## config.mk

```make
export PLATFORM = sky130hd
export DESIGN_NAME = result_line_tx
export DESIGN_NICKNAME = d
export VERILOG_FILES = /design/src/rtl/result_tx_pkg.sv /design/src/rtl/word_fifo.sv /design/src/rtl/result_line_tx.sv
export SDC_FILE = /design/constraint.sdc
export NUM_CORES = 1
export LEC_CHECK = 0
export CAP_MARGIN = 20
export CORE_UTILIZATION = 35
export CTS_BUF_LIST = sky130_fd_sc_hd__clkbuf_16
export DETAILED_ROUTE_END_ITERATION = 6
export PLACE_DENSITY = 0.52
export SLEW_MARGIN = 40
export SYNTH_ARGS = -nofsm -noshare
export SYNTH_HDL_FRONTEND = slang
export SYNTH_HIERARCHICAL = 1
export SYNTH_SLANG_ARGS = --single-unit
```

## constraint.sdc

```tcl
create_clock -name clk -period 4.9 [get_ports clk]
set_input_delay 0.98 -clock clk [delete_from_list [all_inputs] [get_ports clk]]
set_output_delay 0.98 -clock clk [all_outputs]
set_load 0.02 [all_outputs]
```

## src/rtl/result_tx_pkg.sv

```systemverilog
// Shared types and constants for the result line transmitter.
// Holds the transmit FSM state type, the three ASCII characters the
// block emits, and a helper that maps a data bit to its character.
package result_tx_pkg;

  typedef enum logic [1:0] {
    IDLE = 2'd0,
    BITS = 2'd1,
    LF   = 2'd2
  } tx_state_t;

  localparam logic [7:0] CHAR_0  = 8'h30;
  localparam logic [7:0] CHAR_1  = 8'h31;
  localparam logic [7:0] CHAR_LF = 8'h0A;

  function automatic logic [7:0] bit_char(input logic b);
    return b ? CHAR_1 : CHAR_0;
  endfunction

endpackage

```

## src/rtl/word_fifo.sv

```systemverilog
// Small synchronous word FIFO with first-word-visible read.
// Ports:
//   clk, rst     : clock and synchronous active-high reset
//   push, din    : write din when push && !full
//   pop          : advance the head when pop && !empty
//   dout         : current head word (valid while !empty)
//   full, empty  : occupancy flags
// Pointers carry one extra bit so full and empty differ at wrap-around.
module word_fifo #(
  parameter int WIDTH = 32,
  parameter int DEPTH = 4
) (
  input  logic             clk,
  input  logic             rst,
  input  logic             push,
  input  logic [WIDTH-1:0] din,
  input  logic             pop,
  output logic [WIDTH-1:0] dout,
  output logic             full,
  output logic             empty
);

  localparam int AW = $clog2(DEPTH);

  logic [AW:0]      wp, rp;
  logic [WIDTH-1:0] mem [DEPTH];
  logic             do_push, do_pop;

  assign do_push = push && !full;
  assign do_pop  = pop && !empty;

  assign empty = (wp == rp);
  assign full  = (wp[AW] != rp[AW]) && (wp[AW-1:0] == rp[AW-1:0]);
  assign dout  = mem[rp[AW-1:0]];

  always_ff @(posedge clk) begin
    if (rst) begin
      wp <= '0;
      rp <= '0;
    end else begin
      if (do_push) wp <= wp + (AW+1)'(1);
      if (do_pop)  rp <= rp + (AW+1)'(1);
    end
  end

  // Storage needs no reset; occupancy is defined by the pointers alone.
  always_ff @(posedge clk) begin
    if (do_push) mem[wp[AW-1:0]] <= din;
  end

endmodule

```

## src/rtl/result_line_tx.sv

```systemverilog
// Result line transmitter: turns each WORD_W-bit result word into one
// ASCII line of '0'/'1' characters, MSB first, terminated by LF.
// Ports:
//   clk, rst                      : clock, synchronous active-high reset
//   in_valid, in_ready, in_data   : word input handshake (into the FIFO)
//   out_valid, out_ready, out_byte: byte output handshake (registered)
//   busy                          : FSM active or words still queued
//   words_sent                    : lines whose LF was accepted (wraps)
module result_line_tx
  import result_tx_pkg::*;
#(
  parameter int WORD_W = 32,
  parameter int DEPTH  = 4,
  parameter int CNT_W  = 16
) (
  input  logic              clk,
  input  logic              rst,
  input  logic              in_valid,
  output logic              in_ready,
  input  logic [WORD_W-1:0] in_data,
  output logic              out_valid,
  input  logic              out_ready,
  output logic [7:0]        out_byte,
  output logic              busy,
  output logic [CNT_W-1:0]  words_sent
);

  localparam int IDX_W = $clog2(WORD_W);
  localparam logic [IDX_W-1:0] IDX_MAX = IDX_W'(WORD_W-1);

  tx_state_t         state, state_n;
  logic [WORD_W-1:0] sh, sh_n;
  logic [IDX_W-1:0]  idx, idx_n, idx_m1;
  logic              ov_n;
  logic [7:0]        ob_n;
  logic              pop, sent_inc;
  logic [WORD_W-1:0] head;
  logic              full, empty;

  word_fifo #(.WIDTH(WORD_W), .DEPTH(DEPTH)) u_fifo (
    .clk   (clk),
    .rst   (rst),
    .push  (in_valid),
    .din   (in_data),
    .pop   (pop),
    .dout  (head),
    .full  (full),
    .empty (empty)
  );

  assign in_ready = !full;
  assign busy     = (state != IDLE) || !empty;
  assign idx_m1   = idx - IDX_W'(1);

  // out_valid/out_byte are computed one cycle ahead so the output pins
  // come straight from flops and hold still during a stall.
  always_comb begin
    state_n  = state;
    sh_n     = sh;
    idx_n    = idx;
    ov_n     = out_valid;
    ob_n     = out_byte;
    pop      = 1'b0;
    sent_inc = 1'b0;
    case (state)
      IDLE: begin
        if (!empty) begin
          pop     = 1'b1;
          sh_n    = head;
          idx_n   = IDX_MAX;
          state_n = BITS;
          ov_n    = 1'b1;
          ob_n    = bit_char(head[WORD_W-1]);
        end
      end
      BITS: begin
        if (out_ready) begin
          if (idx == '0) begin
            state_n = LF;
            ob_n    = CHAR_LF;
          end else begin
            idx_n = idx_m1;
            ob_n  = bit_char(sh[idx_m1]);
          end
        end
      end
      LF: begin
        if (out_ready) begin
          sent_inc = 1'b1;
          if (!empty) begin
            // Chain straight into the next line without an idle cycle.
            pop     = 1'b1;
            sh_n    = head;
            idx_n   = IDX_MAX;
            state_n = BITS;
            ob_n    = bit_char(head[WORD_W-1]);
          end else begin
            state_n = IDLE;
            ov_n    = 1'b0;
            ob_n    = 8'h00;
          end
        end
      end
      default: begin
        state_n = IDLE;
        ov_n    = 1'b0;
        ob_n    = 8'h00;
      end
    endcase
  end

  always_ff @(posedge clk) begin
    if (rst) begin
      state      <= IDLE;
      sh         <= '0;
      idx        <= '0;
      out_valid  <= 1'b0;
      out_byte   <= 8'h00;
      words_sent <= '0;
    end else begin
      state     <= state_n;
      sh        <= sh_n;
      idx       <= idx_n;
      out_valid <= ov_n;
      out_byte  <= ob_n;
      if (sent_inc) words_sent <= words_sent + CNT_W'(1);
    end
  end

endmodule

```

==> metrics.yaml, run 1 <==
outcome:
  status: "finished, violations left"
  violations: "design-rule violations"
synth:
  synthFlopType: "edfxtp_1"
  syn_area_um2: 7910
  synth_top_cell_by_area: "edfxtp_1"
  ys_top_cells_by_area: "edfxtp_1 49%, dfxtp_1 17%, mux4_2 11%, nand2_1 4.0%, a21oi_1 3.0%"
  synth_top_area_share: 0.486
  synth-seq-area-share: 0.655
  synth_seq_cells: 195
  synthCells: 562
  async_flop_share: 0
  synth_warnings: 6
  syn_avg_cell_area_um2: 14.1
  synth-edff-count: 128
  yosysUniqueCellTypes: 55
setup_path:
  cp_max_fo: 8
  crit_type: "flop to output pin"
  crit_buf_inv: 1
  path_common_cell: "nand2_1"
  arrival_ns: 2.98
  rr_startpoint: "u_fifo/rp[0]"
  cp_top_family: "simple AND/OR/NAND/NOR gates"
  critPathLaunch: "u_fifo/rp[0]"
  cp.required_ns: 3.92
  cpPeakStageDelay_ns: 0.63
  critPathLaunchType: "flop"
  crit_path_end_kind: "output pin"
  path_cells: "xnor2_1 > nand2_1 > nor2_1 > nor2b_1 > nand2_1 > clkdlybuf4s50_1"
  cp_slowest_cell: "xnor2_1"
floorplanning:
  die_h_um: 152
  initial_core_util: 0.359
  die_w_um: 152
  core_um2: 22000
  ioPinCount: 63
  num_rows: 54
  die-area_um2: 23200
power:
  clkPwrFrac: 0.278
  swShare: 0.323
  p_sw_mw: 1.62
  total_power_mw: 5.01
  p_int_mw: 3.39
  comb_power_share: 0.272
  power_density_nw_per_um2: 535
  seq_power_share: 0.450
  peakVddDrop_mv: 0.249
  p_leak_nw: 3.04
drt:
  drt_pass1_iterations: 6
  wirelength_um: 15200
  avgRoutedWirePerCell_um: 16.7
  via_per_inst: 5.10
  postRouteAntennaNets: 0
  vias: 4644
  dr.first_iter.drc_count: 257
  drc: 9
global_route:
  grt_antenna_before_repair: 0
  overflow: 0
  grt_pass1_wl_um: 24900
  grt_max_degree: 46
  grt_pass1_vias: 4682
  grt_use_total: 0.139
clock_tree:
  clockRootBuffer: "clkbuf_16"
  cts_setup_buffers: 0
  cts_sinks: 195
  cts_hold_buffers: 0
  cts_max_level: 4
  insertion_delay_ns: 0.43
  cts_tree: "built"
  clkSlewWorstSetupHoldPaths_ns: 0.07
  cts-resized-gates: 0
  clockBufferDepth: 2
  numCtsBuffers: 17
place:
  place_ws_ns: 1.39
  io_buffers: 59
  dpl.cell_count: 878
  place.gp.congestion: 0.801
  place_area_um2: 8750
  dpl.hpwl_um: 9740
timing:
  skew_ns: 0.0145
  setup_viol: 0
  finalMaxSlewViolations: 0
  tightest_slew_ns: 0.733
  max_freq_mhz: 252
  fin_crit_sh: 0.809
  timing.hold.ws_ns: 0.456
  tns_ns: 0
  layout_setup_ws_ns: 0.938
  finalHoldViolations: 0
  rsz0062_at_grt: "no"
  slew_headroom: 0.508
  min_period_ns: 3.96
cells_and_area:
  antennaDiodeCount: 0
  nets: 661
  fin_cells: 911
  drive_above_1_share: 0.147
  fin_util: 0.425
  fillCellCount: 2012
  final_area_um2: 9370
  layout_commonest_cell: "edfxtp_1"
  final_cell_mix: "128 x edfxtp_1, 84 x nand2_1, 65 x dfxtp_1, 58 x clkdlybuf4s50_1, 47 x a21oi_1"
  areaGrowthSynthToFinish_pct: 18.4
worst_hold_path:
  hp-start: "sh[27]"
  worstHoldPathType: "flop to flop"
run:
  drv_cap: 0
-- layer usage --
| layer | track usage | up-vias | wire length [um] |
|---|---|---|---|
| li1 | - | 2220 | - |
| met2 | 0.238 | 77 | 7760 |
| met4 | 0.0423 | 0 | 157 |
| met3 | 0.0299 | 11 | 417 |
| met5 | 0 | - | 0 |
| met1 | 0.175 | 2336 | 6910 |
-- tightest hold or removal path: stages (launching register included) --
cell and delay, ns:
dfxtp_1 0.31, nand2_1 0.05, a21oi_1 0.05
-- state kept, by name (all words and copies together) (netlist names), named ones only --
name and cells:
words_sent 16, out_byte 3, sh 32, out_valid 1
u_fifo/wp 3, idx 5, u_fifo/mem 128, state 2
u_fifo/rp 3
-- power by group through the flow --
| stage | logic (mW) | clock network (mW) | registers (mW) |
|---|---|---|---|
| after floorplan | 1.08 | 0 | 2.21 |
| after CTS | 1.39 | 1.43 | 2.26 |
| after global routing | 1.52 | 1.50 | 2.30 |
| after detailed placement | 1.39 | 0 | 2.30 |
| after global placement | 1.38 | 0 | 2.28 |
| final | 1.36 | 1.40 | 2.25 |
-- cell usage after synthesis, drive strengths merged (2+ instances only) --
master and n:
nand2b 3, nor3 4, or4b 2, clkbuf 15
a31oi 7, nor2b 3, and3b 2, nor3b 4
xor2 7, a41oi 2, a211o 4, inv 11
o211ai 5, nor2 25, edfxtp 128, nand3b 2
nor4 3, nand2 84, nand4 7, buf 19
ha 7, a21oi 47, xnor2 13, mux4 40
and2 3, a311oi 2, or3 4, and3 3
o21ai 11, mux2i 3, nand3 9, a211oi 5
dfxtp 67
-- cell type report --
cell class                 instances  area, um^2  area share
sequential                       195        5190       0.554
tap                              280         350      0.0374
clock inverter                    15         173      0.0184
multi-input combinational        324        2520       0.269
inverter                          11        41.3     0.00441
timing repair buffer              69         671      0.0716
clock buffer                      17         425      0.0454
-- path summary, 6_finish.rpt --
| path | depth (start not counted) | slack [ns] | to |
|---|---|---|---|
| max reg2reg | 10 | 1.65 | u_fifo/rp[0] |
| min reg2reg | 2 | 0.46 | sh[27] |
| max | 6 | 0.94 | busy |
| min | 2 | 0.46 | sh[27] |
-- cells by family (layout without fill, tap and decap cells) --
| group | after synthesis | after routing | synth area share |
|---|---|---|---|
| AND/OR/NAND/NOR | 164 | 164 | 0.0976 |
| XOR/XNOR | 20 | 20 | 0.0221 |
| adder cells (fa/ha/maj) | 7 | 7 | 0.0111 |
| buffers and inverters | 45 | 112 | 0.0299 |
| other | 1 | 3 | 0.000474 |
| AO/OA/AOI/OAI | 87 | 87 | 0.0650 |
| flip-flops | 195 | 195 | 0.655 |
| multiplexers | 43 | 43 | 0.119 |
Note: power is estimated with default switching activity, not from simulation.
==> run 2, diff against run 1 <==
==> constraint.sdc (replaced) <==
create_clock -name clk -period 3.9 [get_ports clk]
set_input_delay 0.78 -clock clk [delete_from_list [all_inputs] [get_ports clk]]
set_output_delay 0.78 -clock clk [all_outputs]
set_load 0.02 [all_outputs]
==> metrics.yaml, run 2 (synthesis gave the netlist of run 1 again) <==
clock_tree:
  clkSlewWorstSetupHoldPaths_ns: 0.07  # about the same
  insertion_delay_ns: 0.43  # about the same
  clockRootBuffer: "clkbuf_16"
  numCtsBuffers: 17  # unchanged
  cts_sinks: 195  # unchanged
  cts_tree: "built"
  cts_max_level: 4  # unchanged
  clockBufferDepth: 2  # unchanged
  cts_setup_buffers: 0  # unchanged
global_route:
  grt_max_degree: 42  # -8.7%
  grt_pass1_wl_um: 24800  # -0.16%
  grt_use_total: 0.140  # +0.00128
  grt_antenna_before_repair: 0  # unchanged
  grt_pass1_vias: 4697  # +0.32%
  overflow: 0  # unchanged
setup_path:
  cp_max_fo: 8  # unchanged
  crit_path_end_kind: "output pin"
  arrival_ns: 2.77  # -0.21 ns
  crit_type: "flop to output pin"
  cp.required_ns: 3.12  # -0.80 ns
  critPathLaunchType: "flop"
outcome:
  status: "finished, violations left"
  violations: "design-rule violations"
timing:
  layout_setup_ws_ns: 0.354  # -0.583 ns
  rsz0062_at_grt: "no"
  setup_viol: 0  # unchanged
  max_freq_mhz: 282
  skew_ns: 0.00990  # -0.00457 ns
  timing.hold.ws_ns: 0.456  # -0.000378 ns
  finalHoldViolations: 0  # unchanged
  tightest_slew_ns: 0.744  # +0.0111 ns
  finalMaxSlewViolations: 0  # unchanged
  slew_headroom: 0.504  # -0.00386
  min_period_ns: 3.55
  fin_crit_sh: 0.909
  tns_ns: 0  # unchanged
cells_and_area:
  final_cell_mix: "128 x edfxtp_1, 84 x nand2_1, 66 x dfxtp_1, 58 x clkdlybuf4s50_1, 47 x a21oi_1"
  drive_above_1_share: 0.147  # unchanged
  final_area_um2: 9350  # -0.16%
  nets: 661  # unchanged
  layout_commonest_cell: "edfxtp_1"
  largest_reg_flops: 128  # unchanged
  areaGrowthSynthToFinish_pct: 18.2
  antennaDiodeCount: 0  # unchanged
place:
  place.gp.congestion: 0.841  # +5.1%
  place_area_um2: 8760  # about the same
  dpl.hpwl_um: 9510  # -2.3%
  io_buffers: 59  # unchanged
  place_ws_ns: 0.615  # -0.774 ns
drt:
  via_per_inst: 5.11  # +0.15%
  drt_pass1_iterations: 7  # +1
  avgRoutedWirePerCell_um: 16.9  # +1.1%
  dr.first_iter.drc_count: 257  # unchanged
  wirelength_um: 15400  # +1.1%
  vias: 4651  # +0.15%
  postRouteAntennaNets: 0  # unchanged
  drc: 8  # -1
worst_hold_path:
  worstHoldPathType: "flop to flop"
floorplanning:
  ioPinCount: 63  # unchanged
  initial_core_util: 0.359  # unchanged
  core_um2: 22000  # unchanged
  num_rows: 54  # unchanged
  die_h_um: 152  # unchanged
  die_w_um: 152  # unchanged
  die-area_um2: 23200  # unchanged
power:
  p_leak_nw: 3.04  # -0.16%
  peakVddDrop_mv: 0.301  # +21%
  power_density_nw_per_um2: 671  # +25%
run:
  drv_cap: 0  # unchanged
[run 2: cell type report]
type | count | area (um^2)
Clock inverter | 15 | 154
Timing Repair Buffer | 69 | 661
Tap cell | 280 | 350
Inverter | 11 | 41.3
Fill cell | 2030 | 12700
Sequential cell | 195 | 5190
Multi-Input combinational cell | 324 | 2530
Clock buffer | 17 | 425
[run 2: final timing paths]
check / start / to / slack (ns) / cells after the start
min: sh[15] / sh[15] / 0.46 / 2
min reg2reg: sh[15] / sh[15] / 0.46 / 2
max: u_fifo/wp[0] / busy / 0.35 / 6
max reg2reg: u_fifo/wp[2] / flop / 1.18 / 8
[run 2: through the flow]
stage                     power, mW   util  std cells
final                          6.27  0.425        911
after global routing           6.65  0.425        911
after CTS                      6.36  0.424        911
after detailed placement       4.64  0.398        879
after global placement         4.61  0.398        879
after floorplan                4.13      -        564
[run 2: worst max-delay path, cell delays in order (launching register included)]
cell             delay [ns]
dfxtp_1                0.41
xnor2_2                0.42
nand2_1                0.23
nor2_1                 0.32
nor2b_1                0.30
nand2_1                0.10
clkdlybuf4s50_1        0.55
[run 2: power breakdown]
group | internal [mW] | switching, mW | leakage, nW
Combinational | 0.758 | 1.02 | 1.03
Sequential | 2.59 | 0.199 | 1.72
Clock | 0.863 | 0.835 | 0.286
[run 2: timing repair]
item / CTS / global route
endpoints found under the setup margin: 0 / 1
resized for setup: 0 / 2
hold buffers: 0 / 0
[run 2: per-layer routing]
metal | share of wire | track usage | vias to the layer above
li1 | - | - | 2213
met3 | 0.035 | 0.0330 | 12
met1 | 0.45 | 0.175 | 2335
met5 | 0 | 0 | -
met4 | 0.017 | 0.0569 | 0
met2 | 0.50 | 0.234 | 91
==> run 3, diff against run 2 <==
--- a/config.mk
+++ b/config.mk
@@ -9,7 +9,8 @@
 export CORE_UTILIZATION = 35
 export CTS_BUF_LIST = sky130_fd_sc_hd__clkbuf_16
 export DETAILED_ROUTE_END_ITERATION = 6
-export PLACE_DENSITY = 0.52
+export PLACE_DENSITY_LB_ADDON = 0.25
+export SETUP_SLACK_MARGIN = 0.1
 export SLEW_MARGIN = 40
 export SYNTH_ARGS = -nofsm -noshare
 export SYNTH_HDL_FRONTEND = slang
==> metrics.yaml, run 3 (synthesis gave the netlist of run 1 again) <==
setup_path:
  critPathLaunchType: "flop"
  critPathLaunch: "u_fifo/rp[0]"
  rr_endpoint: "out_byte[0]"
  crit_type: "flop to output pin"
  r2r_slack_ns: 1.33  # +0.15 ns
  crit_path_end_kind: "output pin"
  rr_startpoint: "idx[0]"
  arrival_ns: 2.72  # -0.05 ns
  cp.required_ns: 3.12  # about the same
  cp_max_fo: 8  # unchanged
  reg2regPathDepth: 8  # unchanged
timing:
  skew_ns: 0.0102  # +0.000310 ns
  fin_crit_sh: 0.896  # -0.0129
  layout_setup_ws_ns: 0.405  # +0.0502 ns
  tightest_slew_ns: 0.642  # -0.102 ns
  timing.hold.ws_ns: 0.455  # -0.00112 ns
  setup_viol: 0  # unchanged
  rsz0062_at_grt: "no"
  tns_ns: 0  # unchanged
  min_period_ns: 3.50  # -0.0502 ns
  finalMaxSlewViolations: 0  # unchanged
  slew_headroom: 0.569  # +0.0647
  finalHoldViolations: 0  # unchanged
  max_freq_mhz: 286  # +1.4%
power:
  p_sw_mw: 2.05  # -0.26%
  seq_power_share: 0.435  # -0.010
  comb_power_share: 0.276  # -0.008
  p_leak_nw: 3.06  # +0.81%
  swShare: 0.318  # -0.00973
  clkPwrFrac: 0.289  # +0.018
  total_power_mw: 6.45  # +2.8%
  p_int_mw: 4.39  # +4.3%
  peakVddDrop_mv: 0.373  # +24%
  power_density_nw_per_um2: 685  # +2.1%
clock_tree:
  cts_setup_buffers: 0  # unchanged
  cts-resized-gates: 0  # unchanged
  cts_max_level: 4  # unchanged
  insertion_delay_ns: 0.43  # about the same
  cts_hold_buffers: 0  # unchanged
  cts_tree: "built"
  numCtsBuffers: 17  # unchanged
  cts_sinks: 195  # unchanged
  clockRootBuffer: "clkbuf_16"
  clockBufferDepth: 2  # unchanged
  clkSlewWorstSetupHoldPaths_ns: 0.07  # about the same
cells_and_area:
  fin_util: 0.427  # +0.00267
  final_cell_mix: "128 x edfxtp_1, 84 x nand2_1, 66 x dfxtp_1, 58 x clkdlybuf4s50_1, 47 x a21oi_1"
  final_area_um2: 9410  # +0.63%
  multi_input_area_um2: 2530  # unchanged
  areaGrowthSynthToFinish_pct: 18.9
  antennaDiodeCount: 0  # unchanged
  fin_cells: 911  # unchanged
  seq_area_um2: 5190  # unchanged
  drive_above_1_share: 0.147  # unchanged
  layout_commonest_cell: "edfxtp_1"
  fillCellCount: 1980  # -2.5%
  nets: 661  # unchanged
  largest_reg_flops: 128  # unchanged
floorplanning:
  num_rows: 54  # unchanged
  ioPinCount: 63  # unchanged
  die-area_um2: 23200  # unchanged
  initial_core_util: 0.359  # unchanged
  die_w_um: 152  # unchanged
  core_um2: 22000  # unchanged
  die_h_um: 152  # unchanged
global_route:
  grt_use_total: 0.141  # +0.00115
  grt_max_degree: 49  # +17%
  grt_antenna_before_repair: 0  # unchanged
  grt_pass1_vias: 4642  # -1.2%
  overflow: 0  # unchanged
  grt_pass1_wl_um: 25200  # +1.6%
drt:
  dr.first_iter.drc_count: 203  # -21%
  postRouteAntennaNets: 0  # unchanged
  drc: 7  # -1
  drt_pass1_iterations: 7  # unchanged
  vias: 4672  # +0.45%
  via_per_inst: 5.13  # +0.45%
  avgRoutedWirePerCell_um: 16.8  # -0.56%
  wirelength_um: 15300  # -0.56%
place:
  io_buffers: 59  # unchanged
  dpl.cell_count: 879  # unchanged
  place.gp.congestion: 0.826  # -1.8%
  place_ws_ns: 0.584  # -0.0310 ns
  place_area_um2: 8760  # unchanged
  dpl.hpwl_um: 9400  # -1.2%
worst_hold_path:
  min_to: "sh[2]"
  holdPathStages: 2  # unchanged
  worstHoldPathType: "flop to flop"
  hp-start: "sh[2]"
outcome:
  violations: "design-rule violations"
  status: "finished, violations left"
run:
  drv_cap: 0  # unchanged
[run 3: changes by cell type in the layout (fill, tap and decap cells not counted)]
cell	change
clkinv_8	+2
inv_6	-1
clkinv_4	-4
inv_12	-2
clkinvlp_4	+1
bufinv_16	+3
clkinv_2	+1
[run 3: worst max-delay path: stages, from the launching register on]
cell and delay, ns:
dfxtp_1 0.39, xnor2_2 0.42, nand2_1 0.23, nor2_1 0.33, nor2b_1 0.28, nand2_1 0.09, clkdlybuf4s50_1 0.54
[run 3: power groups by stage]
| stage | registers [mW] | logic [mW] | clock network, mW |
|---|---|---|---|
| after CTS | 2.81 | 1.80 | 1.91 |
| after global routing | 2.86 | 1.97 | 2.00 |
| after detailed placement | 2.85 | 1.79 | 0 |
| after floorplan | 2.77 | 1.36 | 0 |
| after global placement | 2.83 | 1.78 | 0 |
| final | 2.80 | 1.78 | 1.86 |
[run 3: how the worst max path moves through the flow]
stage / to / slack, ns / depth (start not counted)
final: busy / 0.40 / 6
after global routing: busy / 0.18 / 6
after CTS: busy / 0.12 / 6
after detailed placement: busy / 0.58 / 6
after global placement: busy / 0.68 / 6
after floorplan: u_fifo/mem[3][0] / 0.93 / 2
[run 3: final cells by class]
| type | count | share of cell area |
|---|---|---|
| Sequential cell | 195 | 0.551 |
| Multi-Input combinational cell | 324 | 0.269 |
| Timing Repair Buffer | 69 | 0.0702 |
| Clock buffer | 17 | 0.0452 |
| Tap cell | 280 | 0.0372 |
| Clock inverter | 15 | 0.0226 |
| Inverter | 11 | 0.00439 |
[run 3: per-layer routing]
layer | track usage | wire, um | up-vias
met3 | 0.0338 | 669 | 13
met2 | 0.235 | 7490 | 116
met1 | 0.182 | 7020 | 2321
met4 | 0.0428 | 131 | 0
met5 | 0 | 0 | -
li1 | - | - | 2222
==> RTL edit (settings of run 2) <==
Set the parameter `WORD_W` to 64 (it was 32).
--- a/src/rtl/result_line_tx.sv
+++ b/src/rtl/result_line_tx.sv
@@ -9,7 +9,7 @@
 module result_line_tx
   import result_tx_pkg::*;
 #(
-  parameter int WORD_W = 32,
+  parameter int WORD_W = 64,
   parameter int DEPTH  = 4,
   parameter int CNT_W  = 16
 ) (
Interface: changed (resized in_data); port bits go from 63 to 95. The function was not compared with the original's and may differ.
==> RTL edit against run 2 <==
Wire length increased by 87%. Design area increased by 79%. Global-route usage increased by 0.67 points. Sequential cell count increased by 161. Via count increased by 66%. Worst setup slack got worse by 0.13 ns. Worst hold slack got worse by 0.0045 ns. Synthesized area increased by 77%. Count of clock-buffer cells in the layout increased by 25. Power increased by 87%. Critical path type unchanged. Largest cell class unchanged. Highest routed layer unchanged.
==> RTL edit: results (changes against run 2) <==
| Metric | Value |
|---|---|
| Layout cells sized above 1 | 16.0% (+1.2 points) |
| Leak Pwr | 5.51 nW (+82%) |
| Area fraction in compound gates after synthesis | 5.19% (-1.3 points) |
| Vias in the first global route | 7,831 (+67%) |
| Final Skew | 0.0122 ns (+0.00234 ns) |
| TritonCTS Buffers | 40 (+23) |
| Library cells used by synthesis | 57 (+3.6%) |
| Number of synthesized flops with an enable pin | 256 (+100%) |
| Adder-cell area share of the yosys netlist | 0.715% (-0.39 points) |
| Syn Area/Cell | 15.5 um2 (+10%) |
| Sequential element share of the synthesized area | 69.2% (+3.7 points) |
| Worst Tran Pin Value | 0.719 ns (-0.0242 ns) |
| Seq pwr share | 43.5% (-1.0 points) |
| Via Count | 7,709 (+66%) |
| Arrival @ worst endpoint | 2.90 ns (+0.13 ns) |
| PD cells | 700 mW/mm2 (+4.4%) |
| Status | complete, no violations |
| First-pass GRT wire length | 45.9 mm (+85%) |
| Metal3 WL | 1.32 mm (+150%) |
| CP max stage cell | dfxtp_1 |
| DR iter-0 viols | 461 (+79%) |
| Placed cells | 1,471 (+67%) |
| DP Worst Slack | 0.516 ns (-0.0990 ns) |
| Dominant cells by area after synthesis | edfxtp_1 (55%), dfxtp_1 (14%), mux4_2 (12%) |
| Initial antenna violation count | 1 (+1) |
| Placed Area | 0.0155 mm2 (+77%) |
| Max clock buf depth | 3 (+1) |
| Worst skew pair latency | 0.55 ns (+0.12 ns) |
| Input/output buffers | 91 (+54%) |
| Post-synthesis xor/xnor area fraction | 1.45% (-0.77 points) |
| Met3 GRT Util | 3.45% (+0.15 points) |
| WL final | 28.8 mm (+87%) |
| Final net count | 1,071 (+62%) |
| Mux cell area share after synthesis | 13.6% (+1.8 points) |
| Comb group | 3.15 mW (+77%) |
| GRT Total Usage | 14.7% (+0.67 points) |
| Largest net degree at the start of global routing | 65 (+55%) |
| Max FFs per register | 256 (+100%) |
| FILL cells | 3,540 (+74%) |
| Layout area overhead | 19.7% |
| Metal-1 WL | 13.6 mm (+97%) |
| Pint | 8.12 mW (+93%) |
| Grt met2 use | 23.0% (-0.39 points) |
| H-tree depth | 2 (-2) |
| Routability Congestion | 0.747 (-11%) |
| Post-CTS Resized | 1 (+1) |
| Post-synth top cells | edfxtp_1 (256), nand2_1 (146), dfxtp_1 (100) |
| CP peak stage delay | 0.57 ns (+0.02 ns) |
RTL edit: changes by cell type after synthesis, moves of 7 or more:
cell / change
a21oi_1: +28
clkbuf_1: +16
dfxtp_1: +33
edfxtp_1: +128
mux4_2: +36
nand2_1: +62
nor2_1: +7
o21ai_1: +7
xnor2_1: -7
xor2_1: +7
RTL edit: path summary, 6_finish.rpt:
kind	from	to	slack (ns)	cells after the start
worst max register to register	idx[1]	out_byte[0]	1.24	8
worst min register to register	sh[40]	sh[40]	0.45	2
worst min-delay path	sh[40]	sh[40]	0.45	2
worst max-delay path	u_fifo/wp[1]	busy	0.22	7
RTL edit: area by class of cell:
type	instances	share of cell area (%)
Sequential cell	356	57.9
Multi-Input combinational cell	478	24.0
Timing Repair Buffer	108	6.63
Clock buffer	42	6.27
Tap cell	518	3.87
Clock inverter	32	1.06
Inverter	11	0.246
Antenna cell	1	0.0149
